[config.mk]
export PLATFORM = sky130hd
export DESIGN_NAME = instruction_fetch
export DESIGN_NICKNAME = d
export VERILOG_FILES = /design/src/rtl/instruction_fetch.sv
export SDC_FILE = /design/constraint.sdc
export NUM_CORES = 1
export LEC_CHECK = 0
export BUFFER_PORTS_ARGS = -buffer_cell sky130_fd_sc_hd__buf_2
export CAP_MARGIN = 20
export CORE_MARGIN = 3
export CORE_UTILIZATION = 49
export DETAILED_ROUTE_END_ITERATION = 8
export GPL_TIMING_DRIVEN = 0
export PLACE_DENSITY_LB_ADDON = 0.08
export SLEW_MARGIN = 0
export SYNTH_ARGS = -nofsm -noshare
export SYNTH_HDL_FRONTEND = slang
export SYNTH_SLANG_ARGS = --single-unit
[constraint.sdc]
create_clock -name clk -period 3.18 [get_ports clk]
set_input_delay 0.159 -clock clk [delete_from_list [all_inputs] [get_ports clk]]
set_output_delay 0.159 -clock clk [all_outputs]
set_load 0.03 [all_outputs]
[src/rtl/instruction_fetch.sv]
// Fetch stage: owns the PC, drives the instruction memory address and pairs each returned word
// with its PC. Handles stall, single-cycle branch redirect, flush, sticky alignment/bounds faults and an accepted-fetch counter.
module instruction_fetch #(
   parameter logic [63:0] RESET_PC = 64'h0,
   parameter int unsigned MEM_SIZE = 4095,
   parameter int unsigned COUNT_W  = 32
) (
   input  logic               clk,
   input  logic               reset_n,
   input  logic               stall,
   input  logic               flush,
   input  logic               branch_taken,
   input  logic [63:0]        branch_target,
   output logic [63:0]        imem_addr,
   input  logic [31:0]        imem_instr,
   output logic [63:0]        if_pc,
   output logic [31:0]        if_instr,
   output logic               if_valid,
   output logic               fetch_fault,
   output logic [63:0]        fault_pc,
   output logic [COUNT_W-1:0] fetch_count
);

   typedef enum logic [1:0] {
      BOOT  = 2'd0,
      RUN   = 2'd1,
      FAULT = 2'd2
   } state_t;

   // Highest byte address at which a whole 4-byte word still fits in memory
   localparam logic [63:0] PC_LIMIT = 64'(MEM_SIZE) - 64'd4;

   state_t             state_q, state_d;
   logic [63:0]        fetch_pc_q, fetch_pc_d;
   logic [63:0]        fault_pc_q, fault_pc_d;
   logic [COUNT_W-1:0] count_q, count_d;
   logic [63:0]        addr_s;
   logic [31:0]        instr_s;
   logic               valid_s;
   logic               bad_s;

   // Next-state, fetch address and presented-slot decode
   always_comb begin
      state_d    = state_q;
      fault_pc_d = fault_pc_q;
      count_d    = count_q;
      addr_s     = RESET_PC;
      instr_s    = 32'h0;
      valid_s    = 1'b0;
      bad_s      = 1'b0;
      case (state_q)
         BOOT: begin
            addr_s  = RESET_PC;
            state_d = RUN;
         end
         RUN: begin
            bad_s   = (fetch_pc_q[1:0] != 2'b00) || (fetch_pc_q > PC_LIMIT);
            valid_s = !bad_s && !flush;
            instr_s = imem_instr;
            // A stalled slot is held by re-reading the same word from memory
            if (bad_s) begin
               addr_s = fetch_pc_q;
            end else if (branch_taken) begin
               addr_s = branch_target;
            end else if (stall) begin
               addr_s = fetch_pc_q;
            end else begin
               addr_s = fetch_pc_q + 64'd4;
            end
            if (bad_s) begin
               state_d    = FAULT;
               fault_pc_d = fetch_pc_q;
            end else begin
               state_d    = RUN;
            end
            if (valid_s && !stall) begin
               count_d = count_q + COUNT_W'(1'b1);
            end else begin
               count_d = count_q;
            end
         end
         FAULT: begin
            addr_s  = fault_pc_q;
            state_d = FAULT;
         end
         default: begin
            addr_s  = RESET_PC;
            state_d = BOOT;
         end
      endcase
      fetch_pc_d = addr_s;
   end

   // State, PC, fault address and counter registers
   always_ff @(posedge clk or negedge reset_n) begin
      if (!reset_n) begin
         state_q    <= BOOT;
         fetch_pc_q <= RESET_PC;
         fault_pc_q <= 64'h0;
         count_q    <= '0;
      end else begin
         state_q    <= state_d;
         fetch_pc_q <= fetch_pc_d;
         fault_pc_q <= fault_pc_d;
         count_q    <= count_d;
      end
   end

   assign imem_addr   = addr_s;
   assign if_pc       = fetch_pc_q;
   assign if_instr    = instr_s;
   assign if_valid    = valid_s;
   assign fetch_fault = (state_q == FAULT);
   assign fault_pc    = fault_pc_q;
   assign fetch_count = count_q;

endmodule

==> results of run 1 <==
placed cells by master (no fill, tap or decap), types with 8 or more instances in the layout:
cell,synthesis,final
a21oi_2,1,9
clkbuf_1,43,23
and2_1,35,35
o22ai_2,0,8
a22o_1,29,29
nor4_2,4,8
mux2_2,40,40
xor2_1,24,24
dfrtp_1,162,140
and3_1,13,13
nand2_1,53,52
o21ai_2,0,20
xnor2_1,42,42
nand3_1,24,24
a22oi_2,0,9
nor4_4,2,16
nor3_1,20,16
o21ai_1,8,15
o21ai_0,47,17
inv_1,21,21
nor4_1,35,17
buf_2,30,320
dfrtp_2,0,22
buf_6,1,21
mux2i_1,20,20
nand4_1,37,37
a22oi_1,60,51
nor2_1,33,32
clkbuf_4,1,8
a21oi_1,33,24
clkbuf_16,0,18
buf_4,1,99
power by group through the flow:
stage / clock, W / sequential, W / combinational, W
global route: 0.00211 / 0.00296 / 0.00531
detailed placement: 0 / 0.00278 / 0.00422
global placement: 0 / 0.00278 / 0.00419
floorplan: 0 / 0.00321 / 0.00229
CTS: 0.00202 / 0.00284 / 0.00447
finish: 0.00202 / 0.00292 / 0.00507
stage by stage:
step | instance area, sq um | setup slack, ns
after detailed placement | 11200 | -0.507
after global routing | 13200 | -0.216
final | 13200 | -0.169
after floorplan | 9050 | 0.0244
after global placement | 11100 | -0.617
after CTS | 12300 | -0.101
worst paths after layout:
| path | to | slack [ns] | depth (start not counted) |
|---|---|---|---|
| worst min register to register | fetch_count[31]$_DFFE_PN0P_ | 0.47 | 1 |
| worst max-delay path | imem_addr[56] | -0.17 | 9 |
| max in group asynchronous | if_pc[53]$_DFF_PN0_ | 1.99 | 3 |
| worst min-delay path | if_pc[49]$_DFF_PN0_ | 0.02 | 3 |
| worst max register to register | fetch_count[1]$_DFFE_PN0P_ | 0.33 | 9 |
| min in group asynchronous | if_pc[58]$_DFF_PN0_ | 0.27 | 2 |
cell type report:
| cell class | count | share of cell area, % |
|---|---|---|
| repair buffers | 422 | 19.2 |
| flip-flops and latches | 162 | 31.0 |
| well taps | 229 | 2.17 |
| inverters | 21 | 0.598 |
| clock buffers | 19 | 3.44 |
| multi-input cells | 646 | 39.4 |
| plain buffers | 69 | 3.32 |
| clock inverters | 13 | 0.911 |
routing by layer:
| metal | vias to the layer above | part of all wire, % | wire [um] | global-route usage, % |
|---|---|---|---|---|
| li1 | 4246 | - | - | - |
| met1 | 4730 | 39 | 13900 | 43.0 |
| met2 | 566 | 49 | 17600 | 54.5 |
| met3 | 91 | 8.6 | 3070 | 6.50 |
| met4 | 0 | 3.3 | 1170 | 12.7 |
| met5 | - | 0 | 0 | 0 |
what timing repair did:
action / 4_1_cts / 5_1_grt
hold buffers: 5 / 0
cloned: 1 / 1
pin swaps: 19 / 32
gates resized for setup: 140 / 150
setup buffers: 19 / 38
hold endpoints to repair: 73 / 0
setup endpoints to repair: 77 / 62
sequential cells by signal (all words and copies together) (netlist names):
signal / flops
state_q: 2
if_pc: 64
fetch_count: 32
fault_pc: 64
kinds of logic after synthesis:
| logic type | after synthesis |
|---|---|
| buf+inv | 102 |
| flops | 162 |
| simple gates | 298 |
| xor+xnor | 66 |
| compound gates | 215 |
| mux | 60 |
| fa+ha+maj | 7 |
critical path, cell delays in order (launching register included):
cell,delay [ns]
dfrtp_1,0.50
nor4_2,0.39
nand4_1,0.20
nor4_4,0.51
buf_4,0.22
and4_4,0.32
buf_16,0.13
o21ai_1,0.06
o21ai_1,0.21
buf_4,0.20
==> impl_metrics.ini, run 1 <==
[outcome]
status = finished with violations
violations = negative setup slack

[synthesis]
ys.flop_type = dfrtp_1
synth_common_cells = 162 x dfrtp_1, 60 x a22oi_1, 53 x nand2_1
synth_largest_area_cell = dfrtp_1
synth-seq-cells = 162
postSynthCellCount = 910
syn_area_sq_um = 9040
ys_top_cells_by_area = dfrtp_1 45%, a22oi_1 5.0%, mux2_2 5.0%
synth.distinct_cells = 59
yosys_warnings = 0
synth_top_family_by_area = simple AND/OR/NAND/NOR gates
yosys.area_share.simple_pct = 19.8
synthMuxAreaShare_pct = 7.20
synth_edf_count = 0
ys_async_sr_fraction_pct = 100
ys_seq_area_share_pct = 44.8
synth_xor_area_share_pct = 6.39
synth_top_area_share_pct = 44.8
synthAdderAreaFrac_pct = 0.969
synth_fp_nets = 1018
synth_compound_area_share_pct = 15.9
yosysMostFrequentCell = dfrtp_1
synth.avg_cell_area_sq_um = 9.93

[min_path]
worstHoldPathType = input pin to flip-flop
min-delay-start = branch_target[49]

[final_layout]
final_util_pct = 73.1
regArea_sq_um = 4080
syn2layout_area_growth_pct = 45.8
stdcell_count = 1581
drive_gt1_share_pct = 49.0
fillers = 1386
n_antenna_cell = 0
nets = 1447
multi_input_area_sq_um = 5190

[placed_design]
gp_congestion = 0.906
dp.cells = 1497
io_buffer_count = 357
hpwl_um = 25300

[global_routing]
overflow = 0
grt_pass1_vias = 9027
grt_pass1_wl_um = 51700
grt_max_degree = 94
grtUsageTotal_pct = 33.0
antenna_found_initial = 0

[sta]
fin_ws_ns = -0.169
finalSetupTns_ns = -1.75
finClkSkew_ns = 0.0129
setup_violations = 26
layout_worst_path_cycle_share_pct = 105
hold_viol_final = 0
holdWs_ns = 0.0202
max_slew_margin_pct = 50.0
drv_slew = 0
min_period_ns = 3.35
tightest_slew_ns = 0.750
rsz0062_at_grt = true
max_freq_mhz = 299

[pwr]
sequentialPowerShare_pct = 29.2
p_switching_w = 0.00486
pwr-share-clk_pct = 20.2
ir_worst_vdd_v = 0.000464
leakagePower_nw = 6.51
internal_power_w = 0.00516
powerDensity_nw_per_um2 = 760
combPwrFrac_pct = 50.6
total_power_w = 0.0100
p_sw_share_pct = 48.5

[route]
drc = 0
vias_per_cell = 6.09
drtIter0Drc = 880
routed_wl_um = 35700
wl_per_cell_um = 22.6
vias = 9633
first_pass_iters = 7
drt.antenna.violating_nets = 0

[cts]
htree_levels = 4
cts_made_buffers = 17
clk_pin_slew_ns = 0.07
clockBufferDepth = 2
clk-insertion-delay-late_ns = 0.44
cts_tree = built
root_buffer = clkbuf_16
clock-sinks = 162

[flow_run]
maxCapViolCount = 0

[setup_path]
worstPathRequired_ns = 3.02
critPathMaxFanout = 7
worstSetupStartpointType = flip-flop
critPathCaptureType = output pin
worstReg2RegStart = if_pc[48]$_DFF_PN0_
cp.arrival_ns = 3.19
startpoint = if_pc[48]$_DFF_PN0_
critical_path_class = flip-flop to output pin

[floorplan]
ios = 359
coreArea_sq_um = 18000
die_x_um = 142
die_area_sq_um = 20100
start_util_pct = 50.2
die_h_um = 142
core.rowCount = 49
No activity file was read; power rests on OpenSTA's default activity.
==> run 2: changes to the inputs <==
Settings changed: RECOVER_POWER from default to 50.
==> run 2 against run 1 <==
The flow finishes with violations (max-capacitance violations, max-slew violations, negative setup slack). Worst hold slack got worse by 0.0047 ns. Critical path depth unchanged. Non-clock buffer count unchanged. Sequential cell count unchanged. Sequential share of layout area increased by 0.33 points. Via count decreased by 0.50%. Critical path type unchanged. Largest power group unchanged.
==> impl_metrics.ini, run 2 (synthesized netlist as in run 1, its figures left out) <==
[pwr]
powerDensity_nw_per_um2 = 765
leakagePower_nw = 6.15
total_power_w = 0.00998
ir_worst_vdd_v = 0.000460

[sta]
setup_violations = 25
layout_worst_path_cycle_share_pct = 106
hold_viol_final = 0
drv_slew = 70
min_period_ns = 3.36
finClkSkew_ns = 0.0101
tightest_slew_ns = 1.86
fin_ws_ns = -0.177
max_slew_margin_pct = -24.1
rsz0062_at_grt = true
max_freq_mhz = 298

[global_routing]
grt_max_degree = 94
grtUsageTotal_pct = 33.0
antenna_found_initial = 0
grt_pass1_vias = 9027
overflow = 0
grt_pass1_wl_um = 51700

[floorplan]
die_area_sq_um = 20100
core.rowCount = 49
ios = 359
die_h_um = 142
die_x_um = 142
start_util_pct = 50.2
coreArea_sq_um = 18000

[cts]
clk_pin_slew_ns = 0.07
cts_made_buffers = 17
clock-sinks = 162
cts_tree = built
clockBufferDepth = 2
root_buffer = clkbuf_16
htree_levels = 4
clk-insertion-delay-late_ns = 0.44

[route]
drt.antenna.violating_nets = 0
drc = 0
first_pass_iters = 5
vias_per_cell = 6.06
drtIter0Drc = 871
vias = 9585
wl_per_cell_um = 22.6
routed_wl_um = 35700

[setup_path]
worstReg2RegStart = if_pc[48]$_DFF_PN0_
critical_path_class = flip-flop to output pin
startpoint = if_pc[48]$_DFF_PN0_
crit_path_top_delay_cell = nor4_4
r2r-end = fetch_count[1]$_DFFE_PN0P_
worstSetupStartpointType = flip-flop
crit_chain = nor4_2 > nand4_1 > nor4_4 > buf_4 > and4_4 > buf_16 > o21ai_1 > o21ai_1 > buf_4
r2r_slack_ns = 0.31
cp_slowest_stage_delay_ns = 0.53
critPathCaptureType = output pin
crit_family = simple AND/OR/NAND/NOR gates
worstPathRequired_ns = 3.02
cp.depth = 9
cp.arrival_ns = 3.20
crit_buf_inv = 3
critPathMaxFanout = 7
r2r_cells = 9
critPathCapture = imem_addr[56]

[flow_run]
maxCapViolCount = 1

[final_layout]
n_antenna_cell = 0
drive_gt1_share_pct = 41.4
nets = 1447
finalInstanceArea_sq_um = 13000
syn2layout_area_growth_pct = 44.3
layout_common_cells = 218 x buf_2, 140 x dfrtp_1, 125 x clkbuf_1, 99 x buf_4, 52 x nand2_1
final_common_cell = buf_2
stdcell_count = 1581

[placed_design]
gp_congestion = 0.906
placed_area_sq_um = 11200
io_buffer_count = 357
dp.cells = 1497
hpwl_um = 25300
pre_cts_slack_ns = -0.507

[min_path]
worstHoldPathType = input pin to flip-flop
whs_path_depth = 3

[outcome]
status = finished with violations
violations = max-capacitance violations, max-slew violations, negative setup slack
run 2: changes by cell type in the layout (fill, tap and decap cells not counted):
cell | before | now
buf_2 | 320 | 218
buf_8 | 4 | 3
clkbuf_1 | 23 | 125
clkbuf_2 | 5 | 6
run 2: layer usage:
metal  share of wire, %  wire length, um  vias up  track usage [%]
met5                  0                0        -                0
met4                3.3             1170        0             12.7
met3                9.0             3220       89             6.50
met2                 49            17500      585             54.5
met1                 39            13800     4675             43.0
li1                   -                -     4236                -
run 2: power by group:
group,internal (W),switching (W)
clock,0.00107,0.000949
sequential,0.00237,0.000557
combinational,0.00170,0.00334
total,0.00513,0.00485
run 2: stage by stage:
step	TNS, ns	hold WS, ns	util [%]
finish	-1.88	0.0154	72.4
floorplan	0	-0.137	-
global placement	-109.33	0.444	61.7
detailed placement	-11.84	0.166	61.9
global route	-5.03	0.0192	72.4
CTS	-0.834	0.0111	68.5
run 2: worst min-delay path by stage:
stage	startpoint	end	slack [ns]
2_1_floorplan	reset_n	fault_pc[0]$_DFFE_PN0P_	-0.14
3_3_place_gp	branch_target[36]	if_pc[36]$_DFF_PN0_	0.44
3_5_place_dp	reset_n	if_pc[58]$_DFF_PN0_	0.17
4_1_cts	branch_target[49]	if_pc[49]$_DFF_PN0_	0.01
5_1_grt	branch_target[49]	if_pc[49]$_DFF_PN0_	0.02
6_report	branch_target[49]	if_pc[49]$_DFF_PN0_	0.02
run 2: area by class of cell:
cell class | instances | area (sq um)
Clock buffer | 19 | 453
Sequential cell | 162 | 4080
Fill cell | 1443 | 4980
Timing Repair Buffer | 422 | 2390
Clock inverter | 13 | 120
Inverter | 21 | 78.8
Multi-Input combinational cell | 646 | 5190
Tap cell | 229 | 287
Buffer | 69 | 438
run 2: worst min-delay path: stages:
cell	delay, ns
buf_2	0.10
nand2_1	0.07
o22ai_2	0.08
run 2: what timing repair did:
| item | 4_1_cts | 5_1_grt |
|---|---|---|
| resized for setup | 140 | 150 |
| pin swaps | 19 | 32 |
| gates cloned | 1 | 1 |
| hold buffers | 5 | 0 |
| endpoints found under the setup margin | 77 | 62 |
| setup buffers | 19 | 38 |
| endpoints found under the hold margin | 73 | 0 |
